--- src/rtl/tracker_pkg.sv ---
// Shared encodings for the sun tracker command stage and its servo driver interface.
package tracker_pkg;

    typedef enum logic [2:0] {
        S_IDLE     = 3'd0,
        S_MOVE_POS = 3'd1,
        S_MOVE_NEG = 3'd2,
        S_SETTLE   = 3'd3,
        S_FAULT    = 3'd4
    } state_t;

    localparam logic [1:0] DIR_STOP = 2'b00;
    localparam logic [1:0] DIR_POS  = 2'b01;
    localparam logic [1:0] DIR_NEG  = 2'b10;

    function automatic int max2(input int a, input int b);
        return (a > b) ? a : b;
    endfunction

endpackage

--- src/rtl/tracker_cmp.sv ---
// Signed sensor difference and the deadband / hysteresis threshold compares.
module tracker_cmp #(
    parameter int ADC_W    = 12,
    parameter int DEADBAND = 64,
    parameter int HYST     = 16
) (
    input  logic [ADC_W-1:0] ldr_a,
    input  logic [ADC_W-1:0] ldr_b,
    output logic             gt_start,
    output logic             lt_start,
    output logic             in_hyst_pos,
    output logic             in_hyst_neg
);

    localparam logic signed [ADC_W:0] DB = (ADC_W+1)'(DEADBAND);
    localparam logic signed [ADC_W:0] HY = (ADC_W+1)'(HYST);

    logic signed [ADC_W:0] diff;

    // One extra bit holds the full unsigned range of A-B without saturation.
    assign diff        = $signed({1'b0, ldr_a}) - $signed({1'b0, ldr_b});
    assign gt_start    = diff > DB;
    assign lt_start    = diff < -DB;
    assign in_hyst_pos = diff <= HY;
    assign in_hyst_neg = diff >= -HY;

endmodule

--- src/rtl/sun_tracker_fsm.sv ---
// Light-balance tracker: turns a sensor pair into one-hot servo move enables
// with deadband, hysteresis, settle time, end-stop blocking and move timeout.
module sun_tracker_fsm
    import tracker_pkg::*;
#(
    parameter int ADC_W         = 12,
    parameter int DEADBAND      = 64,
    parameter int HYST          = 16,
    parameter int SETTLE_CYCLES = 8,
    parameter int MOVE_TIMEOUT  = 1000
) (
    input  logic             CLK,
    input  logic             RST,
    input  logic             SAMPLE_VALID,
    input  logic [ADC_W-1:0] LDR_A,
    input  logic [ADC_W-1:0] LDR_B,
    input  logic             LIMIT_POS,
    input  logic             LIMIT_NEG,
    input  logic             CLR_FAULT,
    output logic             BTN_0,
    output logic             BTN_1,
    output logic             FAULT,
    output logic             BUSY
);

    localparam int CNT_MAX = max2(MOVE_TIMEOUT, SETTLE_CYCLES);
    localparam int CNT_W   = $clog2(CNT_MAX + 1);
    localparam logic [CNT_W-1:0] TO_LAST = CNT_W'(MOVE_TIMEOUT - 1);
    localparam logic [CNT_W-1:0] ST_LAST = CNT_W'(SETTLE_CYCLES - 1);

    logic gt_start, lt_start, in_hyst_pos, in_hyst_neg;

    tracker_cmp #(
        .ADC_W   (ADC_W),
        .DEADBAND(DEADBAND),
        .HYST    (HYST)
    ) u_cmp (
        .ldr_a      (LDR_A),
        .ldr_b      (LDR_B),
        .gt_start   (gt_start),
        .lt_start   (lt_start),
        .in_hyst_pos(in_hyst_pos),
        .in_hyst_neg(in_hyst_neg)
    );

    state_t           state_q, state_d;
    logic [CNT_W-1:0] cnt_q, cnt_d;
    logic [1:0]       dir_q, dir_d;
    logic             fault_q, fault_d;
    logic             busy_q, busy_d;

    always_comb begin
        state_d = state_q;
        cnt_d   = cnt_q + CNT_W'(1);
        case (state_q)
            S_IDLE: begin
                cnt_d = '0;
                if (SAMPLE_VALID) begin
                    if (gt_start && !LIMIT_POS)      state_d = S_MOVE_POS;
                    else if (lt_start && !LIMIT_NEG) state_d = S_MOVE_NEG;
                end
            end
            // Timeout outranks the limit switch, which outranks the sample.
            S_MOVE_POS: begin
                if (cnt_q == TO_LAST) begin
                    state_d = S_FAULT;
                    cnt_d   = '0;
                end else if (LIMIT_POS || (SAMPLE_VALID && in_hyst_pos)) begin
                    state_d = S_SETTLE;
                    cnt_d   = '0;
                end
            end
            S_MOVE_NEG: begin
                if (cnt_q == TO_LAST) begin
                    state_d = S_FAULT;
                    cnt_d   = '0;
                end else if (LIMIT_NEG || (SAMPLE_VALID && in_hyst_neg)) begin
                    state_d = S_SETTLE;
                    cnt_d   = '0;
                end
            end
            S_SETTLE: begin
                if (cnt_q == ST_LAST) begin
                    state_d = S_IDLE;
                    cnt_d   = '0;
                end
            end
            S_FAULT: begin
                cnt_d = '0;
                if (CLR_FAULT) state_d = S_IDLE;
            end
            default: begin
                state_d = S_IDLE;
                cnt_d   = '0;
            end
        endcase

        // Outputs decode the next state so they register alongside it.
        dir_d   = (state_d == S_MOVE_POS) ? DIR_POS :
                  (state_d == S_MOVE_NEG) ? DIR_NEG : DIR_STOP;
        fault_d = (state_d == S_FAULT);
        busy_d  = (state_d != S_IDLE);
    end

    always_ff @(posedge CLK or posedge RST) begin
        if (RST) begin
            state_q <= S_IDLE;
            cnt_q   <= '0;
            dir_q   <= DIR_STOP;
            fault_q <= 1'b0;
            busy_q  <= 1'b0;
        end else begin
            state_q <= state_d;
            cnt_q   <= cnt_d;
            dir_q   <= dir_d;
            fault_q <= fault_d;
            busy_q  <= busy_d;
        end
    end

    assign BTN_0 = dir_q[0];
    assign BTN_1 = dir_q[1];
    assign FAULT = fault_q;
    assign BUSY  = busy_q;

endmodule
--- config.mk ---
export PLATFORM = sky130hd
export DESIGN_NAME = sun_tracker_fsm
export DESIGN_NICKNAME = d
export VERILOG_FILES = /design/src/rtl/tracker_pkg.sv /design/src/rtl/tracker_cmp.sv /design/src/rtl/sun_tracker_fsm.sv
export SDC_FILE = /design/constraint.sdc
export NUM_CORES = 1
export LEC_CHECK = 0
export BUFFER_PORTS_ARGS = -buffer_cell sky130_fd_sc_hd__clkbuf_2
export CAP_MARGIN = 20
export CORE_ASPECT_RATIO = 0.9
export CORE_MARGIN = 2
export CORE_UTILIZATION = 50
export DETAILED_ROUTE_END_ITERATION = 7
export PLACE_DENSITY = 0.73
export SETUP_SLACK_MARGIN = 0.1
export SYNTH_ARGS = -nofsm -noshare
export SYNTH_HDL_FRONTEND = slang
export SYNTH_SLANG_ARGS = --single-unit
--- constraint.sdc ---
create_clock -name CLK -period 4.9 [get_ports CLK]
set_clock_uncertainty 0.2 [all_clocks]
set_input_delay 0.245 -clock CLK [delete_from_list [all_inputs] [get_ports CLK]]
set_output_delay 0.245 -clock CLK [all_outputs]
set_load 0.03 [all_outputs]
==> metrics.md, run 1 <==
| Metric | Value |
|---|---|
| DR iter-0 viols | `79` |
| Sink Count | `17` |
| Antenna Cells | `0` |
| Max Cap Viol | `0` |
| Arrival time worst endpoint | `3.21 ns` |
| IO buf count | `33` |
| Initial antenna violation count | `0` |
| Synthesized net count | `between 200 and 300` |
| Peak VDD IR | `0.0001599 V` |
| Seq/Total Area, Yosys | `24.32%` |
| Synth unique cells | `56` |
| Critical path startpoint | `LDR_A[0]` |
| Crit path capture type | `flop` |
| EDFF count, synth | `0` |
| Post-route ant nets | `0` |
| RSZ-0062 raised after global routing | `no` |
| Ys Warns | `0` |
| Critical path's slowest cell | `a311oi_1` |
| Initial Utilization | `52.16%` |
| CTS Root Cell | `clkbuf_8` |
| Internal Power | `roughly 350 uW` |
| Placed cells | `286` |
| First-pass GRT wire length | `6085 microns` |
| Commonest non-fill, non-tap cell in the layout | `clkbuf_2` |
| Fmax | `about 0.3 GHz` |
| Crit-path max FO | `6` |
| CP Buf/Inv Count | `3` |
| Num rows | `20` |
| Vias per inst | `around 5.6` |
| Ys async rst share | `100.0%` |
| Area growth, synth to finish | `14.81%` |
| Die Wd | `~66 microns` |
| H-Tree Depth | `1` |
| Final-report hold violation count | `0` |
| Final Critical Period | `3.279 ns` |
| Met2 Usage GRT | `29.00%` |
| Total Wirelength | `3622 microns` |
| Yosys reg bits | `17` |
| Routability cong. | `0.8216` |
| GRT busiest layer | `met2` |
| Sequential power share | `between 30 and 40%` |
| WHS Path Cells | `4` |
| FILL cells | `303` |
| Grt ovf | `0` |
| Max-slew violation count | `0` |
| Final worst-path cycle share | `approximately 67%` |
| Reg-to-Reg Start | `cnt_q[0]$_DFF_PP0_` |
| DRC violations left | `0` |
| Met1 Use GR | `28.42%` |
| Switching power | `approximately 260 uW` |
| Combinational Power Share | `50.4%` |
| Top FF cell, synth | `dfrtp_1` |
| Finished Layout Cells | `~290` |
| Worst reg2reg path depth | `8` |
| CTS buffer count | `3` |
| Core Area | `3353 sq um` |
| DP HPWL | `2913 microns` |
| Outcome | `finished, final reports clean` |
| Maximum number of pins on one net before global-route repair | `18` |
| WP data required | `4.84 ns` |
| Max Root-Sink Buffers | `2` |
| Final nets | `about 300` |
| Vias in the first global route | `1,396` |
| WL/cell | `12.45 microns` |
| WP depth | `13` |
| Worst-Skew Late Latency | `0.25 ns` |
| Sw Ratio | `41.97%` |
| Setup Viol. Count Final | `0` |
| Static leakage power | `0.9417 nW` |
| Top Ports | `34` |
| Setup TNS Final | `0 ns` |
| Hold path startpoint | `CLR_FAULT` |
| CP Cell Sequence | `clkbuf_2, inv_1, ha_1, fa_1, nand2b_1, a21oi_2, o21ai_2, o21ai_1, o21ai_0, a311o_1, a311oi_1, inv_2, or3_1` |
| Worst Tran Pin Value | `0.8622 ns` |
| Die Y | `60.11 microns` |
| PD cells | `303.2 nW/um^2` |
| GRT Overall Usage | `19.66%` |
| Worst hold path class | `input pin to flop` |
| Most frequent cells in the layout | `33 x clkbuf_2, 21 x nor3_1, 20 x inv_1` |
| Syn avg cell area | `8.212 sq um` |
| Syn Inst Count | `213` |
| Post-CTS Setup Bufs | `0` |
| Critical path's largest stage delay | `0.49 ns` |
| Worst setup SP type | `input pin` |
| Crit path kind | `input pin to flop` |
| Met3 Use GR | `under 10%` |
| CP top delay family | `compound AO/OA/AOI/OAI gates` |
| Clock network power share | `about 17%` |
| Die area | `~4000 sq um` |
| Vias after detailed routing | `1,629` |
| Layout cells sized above 1 | `21.05%` |
| DR pass1 iterations | `4` |
| Syn Std Cell Area | `1749 sq um` |
| Max_slew headroom | `42.08%` |
| Clock Pin Slew Worst Setup and Hold Paths | `0.06 ns` |
| CTS tree | `yes` |
[synth_stat cells, types with 6 or more instances]
library cell  count  area (sq um)
xnor2_1           6         52.55
nor2_1           14         52.55
ha_1             13         162.7
xor2_1           10         87.58
o21ai_0           9         45.04
dfrtp_1          17         425.4
a21oi_1          11         55.05
nor3_1           21         105.1
nand3_1          12         60.06
inv_1            20         75.07
nand2_1          10         37.54
[area by class of cell]
class | instances | area [sq um] | area share (%)
well taps | 44 | 55.05 | 2.741
clock buffers | 4 | 45.04 | 2.243
multi-input cells | 171 | 1229 | 61.18
inverters | 21 | 78.83 | 3.925
repair buffers | 34 | 175.2 | 8.723
flip-flops and latches | 17 | 425.4 | 21.18
[power by group through the flow]
| stage | Clock, mW | Combinational (mW) | Sequential (mW) |
|---|---|---|---|
| global route | 0.113 | 0.342 | 0.204 |
| floorplan | 0 | 0.230 | 0.204 |
| finish | 0.104 | 0.307 | 0.198 |
| global placement | 0 | 0.300 | 0.199 |
| CTS | 0.108 | 0.305 | 0.198 |
| detailed placement | 0 | 0.303 | 0.201 |
[registers in the layout (all words and copies together), names as in the netlist]
signal   count
FAULT        1
BUSY         1
state_q      3
dir_q        2
cnt_q       10
[per-layer routing]
layer | up-vias | wire, microns | part of all wire [%]
li1 | 855 | - | -
met3 | 5 | 219 | 6.0
met1 | 723 | 1839 | 51
met2 | 46 | 1518 | 42
met4 | 0 | 44 | 1.2
met5 | - | 0 | 0
[kinds of logic (layout without fill, tap and decap cells)]
logic type | count (synthesis) | after routing | share of synthesized area, %
simple gates | 85 | 85 | 26.82
compound gates | 55 | 55 | 24.32
buf+inv | 25 | 59 | 5.436
flops | 17 | 17 | 24.32
xor+xnor | 16 | 16 | 8.011
fa+ha+maj | 14 | 14 | 10.44
mux | 1 | 1 | 0.6437
[worst reg2reg max path, delay by kind of cell (launching register included)]
family                   cells  cell delay, ns
AND/OR/NAND/NOR              5            1.55
flip-flops                   1            0.39
adder cells (fa/ha/maj)      1            0.26
AO/OA/AOI/OAI                2            0.21
[worst paths after layout]
kind / end / slack [ns]
setup / recovery: BUSY$_DFF_PP0_ / 1.62
hold / removal: FAULT$_DFF_PP0_ / 0.17
setup reg to reg: BUSY$_DFF_PP0_ / 2.17
hold reg to reg: cnt_q[0]$_DFF_PP0_ / 0.29
max in group asynchronous: cnt_q[0]$_DFF_PP0_ / 3.70
min in group asynchronous: state_q[0]$_DFF_PP0_ / 0.40
[metrics by stage]
step / setup WS (ns) / utilization (%) / instance area [sq um] / hold WS (ns) / power [mW]
after detailed placement: 1.399 / 58.25 / 1953 / 0.1378 / 0.5035
after global placement: 1.394 / 58.25 / 1953 / 0.1222 / 0.4999
after global routing: 1.356 / 59.89 / 2008 / 0.2441 / 0.6589
final: 1.621 / 59.89 / 2008 / 0.1720 / 0.6088
after CTS: 1.663 / 59.89 / 2008 / 0.1722 / 0.6110
after floorplan: 1.747 / - / 1749 / -0.02893 / 0.4339
[what timing repair did]
item / in CTS / in global routing
resized for setup: 0 / 0
hold endpoints to repair: 17 / 0
hold buffers: 1 / 0
No activity file was read; power rests on OpenSTA's default activity.
==> run 2: changes to the inputs <==
clock period = 3.05 ns   (was 4.9 ns; I/O delays follow)
==> run 2 against run 1 <==
Highest routed layer unchanged. Global-route usage increased by 1.4 points. Core utilization rose by 7.6 points. Clock power grew 61%. Critical path type unchanged. Count of clock-buffer cells in the layout unchanged. Design area is 13% higher. Sequential power rose by 62%.
==> metrics.md, run 2 (same netlist as run 1, synthesis figures left out) <==
| Metric | Value |
|---|---|
| Post-route ant nets | `0 (unchanged)` |
| Final worst setup slack | `0.2090 ns (was 1.621 ns)` |
| Critical path's largest stage delay | `0.45 ns (was 0.49 ns)` |
| Die area | `3988 sq um (unchanged)` |
| Static leakage power | `1.072 nW (was 0.9417 nW)` |
| Most frequent cells in the layout | `33 x clkbuf_2, 22 x buf_4, 20 x inv_1, 20 x nor3_1, 17 x dfrtp_1 (was 33 x clkbuf_2, 21 x nor3_1, 20 x inv_1)` |
| H-Tree Depth | `1 (unchanged)` |
| DR pass1 iterations | `4 (unchanged)` |
| Commonest non-fill, non-tap cell in the layout | `clkbuf_2 (unchanged)` |
| CTS buffer count | `3 (unchanged)` |
| Vias after detailed routing | `1,736 (was 1,629)` |
| Placed cells | `306 (was 286)` |
| Worst reg2reg path depth | `8 (unchanged)` |
| Max Root-Sink Buffers | `2 (unchanged)` |
| Initial Utilization | `52.16% (unchanged)` |
| Worst-Skew Late Latency | `0.25 ns (about the same)` |
| Final Critical Period | `2.841 ns` |
| Fmax | `0.3520 GHz` |
| First-pass GRT wire length | `6630 microns (was 6085 microns)` |
| Outcome | `finished, final reports clean (unchanged)` |
| Final-report hold violation count | `0 (unchanged)` |
| DRC violations left | `0 (unchanged)` |
| Top flop regs | `cnt_q: 10 flops, state_q: 3 flops, dir_q: 2 flops (unchanged)` |
| Core Area | `3353 sq um (unchanged)` |
| Routability cong. | `0.8621 (was 0.8216)` |
| Max Cap Viol | `0 (unchanged)` |
| Layout cells sized above 1 | `31.23% (was 21.05%)` |
| PD cells | `489.7 nW/um^2 (was 303.2 nW/um^2)` |
| Crit path capture type | `flop (unchanged)` |
| Clock Pin Slew Worst Setup and Hold Paths | `0.06 ns (about the same)` |
| Grt ovf | `0 (unchanged)` |
| Setup Viol. Count Final | `0 (unchanged)` |
| Place WS | `-0.08590 ns (was 1.399 ns)` |
| Crit path kind | `input pin to flop (unchanged)` |
| Finished Layout Cells | `313 (was 291)` |
| DR iter-0 viols | `79 (unchanged)` |
| Die Y | `60.11 microns (unchanged)` |
| Critical path startpoint | `LDR_B[1] (was LDR_A[0])` |
| Top reg by flops | `cnt_q (unchanged)` |
| Vias in the first global route | `1,522 (was 1,396)` |
| FILL cells | `291 (was 303)` |
| Worst hold path class | `input pin to flop (unchanged)` |
| Reg-to-Reg Start | `cnt_q[0]$_DFF_PP0_ (unchanged)` |
| Total Wirelength | `4076 microns (was 3622 microns)` |
| Most used cell, CP | `a2111oi_4` |
| CTS Root Cell | `clkbuf_8 (unchanged)` |
| Crit-path max FO | `3 (was 6)` |
| Worst Tran Pin Value | `0.6088 ns (was 0.8622 ns)` |
| Antenna Cells | `0 (unchanged)` |
| CP Cell Sequence | `clkbuf_2, inv_1, ha_1, nor2b_4, o31ai_4, a2111oi_4, or3_4, a2111oi_4, a41oi_2, or3b_4, or3_1 (was clkbuf_2, inv_1, ha_1, fa_1, nand2b_1, a21oi_2, o21ai_2, o21ai_1, o21ai_0, a311o_1, a311oi_1, inv_2, or3_1)` |
| Sink Count | `17 (unchanged)` |
| CTS tree | `yes (unchanged)` |
| Critical path's slowest cell | `a2111oi_4 (was a311oi_1)` |
| Peak VDD IR | `0.0003562 V (was 0.0001599 V)` |
| Maximum number of pins on one net before global-route repair | `18 (unchanged)` |
| WP data required | `2.98 ns (was 4.84 ns)` |
| Final worst-path cycle share | `93.15%` |
| Die Wd | `66.35 microns (unchanged)` |
| Top Ports | `34 (unchanged)` |
| Max_slew headroom | `59.37% (was 42.08%)` |
| RSZ-0062 raised after global routing | `no (unchanged)` |
| Initial antenna violation count | `0 (unchanged)` |
| WHS Path Cells | `4 (unchanged)` |
| Vias per inst | `5.546 (was 5.598)` |
| Area growth, synth to finish | `29.47% (was 14.81%)` |
| DP HPWL | `3177 microns (was 2913 microns)` |
| Num rows | `20 (unchanged)` |
| Worst setup SP type | `input pin (unchanged)` |
| WL/cell | `13.02 microns (was 12.45 microns)` |
| GRT Overall Usage | `21.09% (was 19.66%)` |
| Max-slew violation count | `0 (unchanged)` |
| Arrival time worst endpoint | `2.77 ns (was 3.21 ns)` |
| IO buf count | `33 (unchanged)` |
| Max FFs per register | `10 (unchanged)` |
| Final nets | `314 (was 292)` |
| Hold path startpoint | `CLR_FAULT (unchanged)` |
[run 2: worst max-delay path: cells and delay by family]
kind | cells | cell delay, ns
AO/OA/AOI/OAI | 4 | 0.97
adder cells (fa/ha/maj) | 1 | 0.26
AND/OR/NAND/NOR | 4 | 1.26
buffers and inverters | 2 | 0.13
[run 2: through the flow]
stage / power [mW] / cell area, sq um / hold WS, ns / TNS (ns) / utilization, %
floorplan: 0.7082 / 1762 / -0.1214 / 0 / -
global placement: 0.8907 / 2115 / 0.03510 / -0.04737 / 63.06
detailed placement: 0.9011 / 2115 / 0.04328 / -0.09905 / 63.06
CTS: 1.073 / 2170 / 0.07522 / 0 / 64.70
global route: 1.192 / 2265 / 0.1174 / 0 / 67.54
finish: 1.109 / 2265 / 0.07078 / 0 / 67.54
[run 2: timing repair]
action | CTS | global route
gates resized for setup | 0 | 11
setup buffers | 0 | 2
hold buffers | 1 | 0
hold endpoints to repair | 17 | 0
endpoints found under the setup margin | 0 | 3
[run 2: cell type report]
cell class	instances	area, sq um	share of cell area, %
multi-input cells	171	1320	58.29
clock buffers	4	45.04	1.989
repair buffers	56	340.3	15.03
inverters	21	78.83	3.481
well taps	44	55.05	2.431
flip-flops and latches	17	425.4	18.78
[run 2: path summary, 6_finish.rpt]
path	end	slack [ns]
worst max-delay path	BUSY$_DFF_PP0_	0.21
worst min-delay path	FAULT$_DFF_PP0_	0.07
worst max register to register	BUSY$_DFF_PP0_	0.29
worst min register to register	cnt_q[0]$_DFF_PP0_	0.30
max in group asynchronous	cnt_q[1]$_DFF_PP0_	1.93
min in group asynchronous	state_q[1]$_DFF_PP0_	0.32
[run 2: routing by layer]
metal | wire (microns) | GRT usage (%)
met5 | 0 | 0
met4 | 33 | 2.332
met3 | 185 | 4.331
met2 | 1925 | 33.43
met1 | 1933 | 30.65
[run 2: power breakdown]
part           total (mW)  switching [mW]  internal (mW)
Clock               0.167          0.0744         0.0927
Sequential          0.321          0.0514          0.270
Combinational       0.621           0.331          0.290
==> run 3: changes to the inputs <==
ABC_AREA = 1   (was default)
PLACE_DENSITY = 0.72   (was 0.73)
SLEW_MARGIN = 20   (was default)
==> run 3 against run 2 <==
Critical path type unchanged. Design area grew 4.2%. Largest power group unchanged. Largest cell class unchanged. Combinational power is essentially flat. Flip-flop and latch count is the same.
==> metrics.md, run 3 <==
| Metric | Value |
|---|---|
| Combinational family with the most area after synthesis | `simple AND/OR/NAND/NOR gates (unchanged)` |
| Pwr Total | `1.092 mW (was 1.109 mW)` |
| Synth top cells by count | `84 x nand2_1, 76 x inv_1, 41 x nand3_1 (was 21 x nor3_1, 20 x inv_1, 17 x dfrtp_1)` |
| WHS Path Cells | `4 (unchanged)` |
| Yosys reg bits | `17 (unchanged)` |
| Initial antenna violation count | `0 (unchanged)` |
| Combinational Power Share | `56.7% (was 56.0%)` |
| Internal Power | `576.8 uW (was 652.2 uW)` |
| Sw Ratio | `47.18% (was 41.19%)` |
| DP HPWL | `3711 microns (was 3177 microns)` |
| Total Wirelength | `4579 microns (was 4076 microns)` |
| Post-Synth XOR/XNOR Area | `2.961% (was 8.011%)` |
| Synth unique cells | `25 (was 56)` |
| CTS buffer count | `3 (unchanged)` |
| Syn Inst Count | `344 (was 213)` |
| Ys Warns | `0 (unchanged)` |
| PD cells | `462.8 nW/um^2 (was 489.7 nW/um^2)` |
| Antenna Cells | `0 (unchanged)` |
| GRT Overall Usage | `20.95% (was 21.09%)` |
| Worst reg2reg path depth | `6 (was 8)` |
| WP data required | `2.98 ns (about the same)` |
| Mux cell area share after synthesis | `0% (was 0.6438%)` |
| Final Critical Period | `2.266 ns (was 2.841 ns)` |
| Worst hold path class | `input pin to flop (unchanged)` |
| CP Buf/Inv Count | `3 (was 2)` |
| Max Cap Viol | `0 (unchanged)` |
| Die Wd | `71.84 microns (was 66.35 microns)` |
| Critical path's slowest cell | `fa_1 (was a2111oi_4)` |
| Syn avg cell area | `6.020 sq um (was 8.212 sq um)` |
| Core Area | `4019 sq um (was 3353 sq um)` |
| Area growth, synth to finish | `13.96% (was 29.47%)` |
| Peak VDD IR | `0.0002596 V (was 0.0003562 V)` |
| CP top delay family | `simple AND/OR/NAND/NOR gates (unchanged)` |
| Die Y | `65.05 microns (was 60.11 microns)` |
| Max FFs per register | `10 (unchanged)` |
| Grt ovf | `0 (unchanged)` |
| Placed cells | `424 (was 306)` |
| CTS tree | `yes (unchanged)` |
| Dpl cell area | `2303 sq um (was 2115 sq um)` |
| Most frequent cell after synthesis | `nand2_1 (was nor3_1)` |
| RSZ-0062 raised after global routing | `no (unchanged)` |
| Die area | `4673 sq um (was 3988 sq um)` |
| Max_slew headroom | `55.06% (was 59.37%)` |
| Most used cell, CP | `nand2_1 (was a2111oi_4)` |
| Clock network power share | `15.5% (was 15.1%)` |
| Syn Std Cell Area | `2071 sq um (was 1749 sq um)` |
| Crit-path max FO | `3 (unchanged)` |
| Maximum number of pins on one net before global-route repair | `18 (unchanged)` |
| EDFF count, synth | `0 (unchanged)` |
| Synth area leaders | `dfrtp_1 21%, nand2_1 15%, inv_1 14%, nand3_1 9.9%, ha_1 7.9% (was dfrtp_1 24%, ha_1 9.3%, nor3_1 6.0%, xor2_1 5.0%, inv_1 4.3%)` |
| CP Cell Sequence | `clkbuf_2, inv_1, ha_1, fa_1, inv_1, nand3_1, nand2_2, nand2_2, nand2_1, nand2_1, nand2_2, nand2_1, a21oi_2, nand2_1, nand3_2, nand2_1, nand2_2, nand2_1, nor2_2, nand3_1 (was clkbuf_2, inv_1, ha_1, nor2b_4, o31ai_4, a2111oi_4, or3_4, a2111oi_4, a41oi_2, or3b_4, or3_1)` |
| Post-route ant nets | `0 (unchanged)` |
| Top flop regs | `cnt_q: 10 flops, state_q: 3 flops, dir_q: 2 flops (unchanged)` |
| Most frequent cells in the layout | `84 x nand2_1, 76 x inv_1, 41 x nand3_1 (was 33 x clkbuf_2, 22 x buf_4, 20 x inv_1, 20 x nor3_1, 17 x dfrtp_1)` |
| Routability cong. | `0.9336 (was 0.8621)` |
| DR pass1 iterations | `4 (unchanged)` |
| Final nets | `426 (was 314)` |
| Clock Pin Slew Worst Setup and Hold Paths | `0.07 ns (was 0.06 ns)` |
| Worst Tran Pin Value | `0.6734 ns (was 0.6088 ns)` |
| Sink Count | `17 (unchanged)` |
| Setup Viol. Count Final | `0 (unchanged)` |
| First-pass GRT wire length | `8059 microns (was 6630 microns)` |
| DRC violations left | `0 (unchanged)` |
| Crit path kind | `input pin to flop (unchanged)` |
| Top FF cell, synth | `dfrtp_1 (unchanged)` |
| Num rows | `22 (was 20)` |
| Vias in the first global route | `1,977 (was 1,522)` |
| Layout cells sized above 1 | `19.42% (was 31.23%)` |
| Ys async rst share | `100.0% (unchanged)` |
| Initial Utilization | `51.53% (was 52.16%)` |
| Static leakage power | `1.406 nW (was 1.072 nW)` |
| Outcome | `finished, final reports clean (unchanged)` |
| CTS Root Cell | `clkbuf_8 (unchanged)` |
| Arrival time worst endpoint | `2.19 ns (was 2.77 ns)` |
| Compound-Gate Fraction of Synth Area | `4.713% (was 24.32%)` |
| Critical path's largest stage delay | `0.41 ns (was 0.45 ns)` |
| Synth Area in Simple Gates | `47.73% (was 26.82%)` |
| H-Tree Depth | `1 (unchanged)` |
| IO buf count | `33 (unchanged)` |
| Top Ports | `34 (unchanged)` |
| WL/cell | `10.67 microns (was 13.02 microns)` |
| Fmax | `0.4414 GHz (was 0.3520 GHz)` |
| Synth area leader | `dfrtp_1 (unchanged)` |
| Commonest non-fill, non-tap cell in the layout | `nand2_1 (was clkbuf_2)` |
| Max Root-Sink Buffers | `2 (unchanged)` |
| Switching power | `515.2 uW (was 456.8 uW)` |
| Fin area | `2360 sq um (was 2265 sq um)` |
| Synthesized net count | `388 (was 257)` |
| Vias after detailed routing | `2,178 (was 1,736)` |
| Worst setup SP type | `input pin (unchanged)` |
| Post-synth top area share | `20.54% (was 24.32%)` |
| Worst-Skew Late Latency | `0.25 ns (about the same)` |
| Top reg by flops | `cnt_q (unchanged)` |
| Synth Area in Adders | `8.822% (was 10.44%)` |
| Final worst-path cycle share | `74.28% (was 93.15%)` |
| WP depth | `20 (was 11)` |
| Max-slew violation count | `0 (unchanged)` |
| Seq/Total Area, Yosys | `20.54% (was 24.32%)` |
| Finished Layout Cells | `429 (was 313)` |
| DR iter-0 viols | `88 (was 79)` |
| Vias per inst | `5.077 (was 5.546)` |
| Crit path capture type | `flop (unchanged)` |
| Sequential power share | `27.7% (was 29.0%)` |
| Final-report hold violation count | `0 (unchanged)` |
| Setup TNS Final | `0 ns (unchanged)` |
## run 3: what timing repair did
action | in CTS | in global routing
hold buffers | 1 | 0
endpoints found under the hold margin | 17 | 0
resized for setup | 0 | 0
buffers inserted | 0 | 0
## run 3: power groups by stage
stage               clock network [mW]  registers (mW)  logic (mW)
CTS                              0.175           0.304       0.619
floorplan                            0           0.332       0.434
detailed placement                   0           0.308       0.615
finish                           0.170           0.303       0.620
global route                     0.185           0.309       0.707
global placement                     0           0.309       0.609
## run 3: cell type report
type                       instances  area [sq um]
inverter                          80         300.3
sequential                        17         425.4
multi-input combinational        243          1330
fill                             425          1659
clock inverter                     1         5.005
clock buffer                       3         41.29
tap                               48         60.06
timing repair buffer              37         197.7
## run 3: cells by family after synthesis
group / Yosys count
adders and majority gates: 14
buffers and inverters: 84
xor gates and xnor gates: 7
and+or+nand+nor: 209
AOI/OAI and AO/OA: 13
DFF: 17
## run 3: routing by layer
metal | part of all wire [%] | global-route usage (%)
met2 | 45 | 35.19
met1 | 50 | 29.48
met4 | 0.22 | 2.123
met5 | 0 | 0
met3 | 4.0 | 2.955
## run 3: worst reg2reg max path, stage by stage (launching register included)
cell     delay (ns)
dfrtp_1        0.35
ha_1           0.18
nand2_1        0.08
nor2_1         0.18
nand4_1        0.54
nand4_1        0.31
nand3_1        0.11
## run 3: per-stage QoR
step / setup WS [ns] / hold WS [ns] / util, %
2_1_floorplan: 0.7983 / -0.1214 / -
3_3_place_gp: 0.6035 / 0.05977 / 57.32
3_5_place_dp: 0.5374 / 0.06271 / 57.32
4_1_cts: 0.7895 / 0.07328 / 58.72
5_1_grt: 0.5197 / 0.09774 / 58.72
6_report: 0.7845 / 0.07163 / 58.72
## run 3: final timing paths
check                                   startpoint                 end  slack [ns]
max in group asynchronous                      RST  cnt_q[6]$_DFF_PP0_        1.90
worst max-delay path                      LDR_A[0]      BUSY$_DFF_PP0_        0.78
worst min-delay path                     CLR_FAULT     FAULT$_DFF_PP0_        0.07
worst min register to register  cnt_q[0]$_DFF_PP0_  cnt_q[0]$_DFF_PP0_        0.44
worst max register to register  cnt_q[0]$_DFF_PP0_  cnt_q[5]$_DFF_PP0_        0.99
min in group asynchronous                      RST     FAULT$_DFF_PP0_        0.32
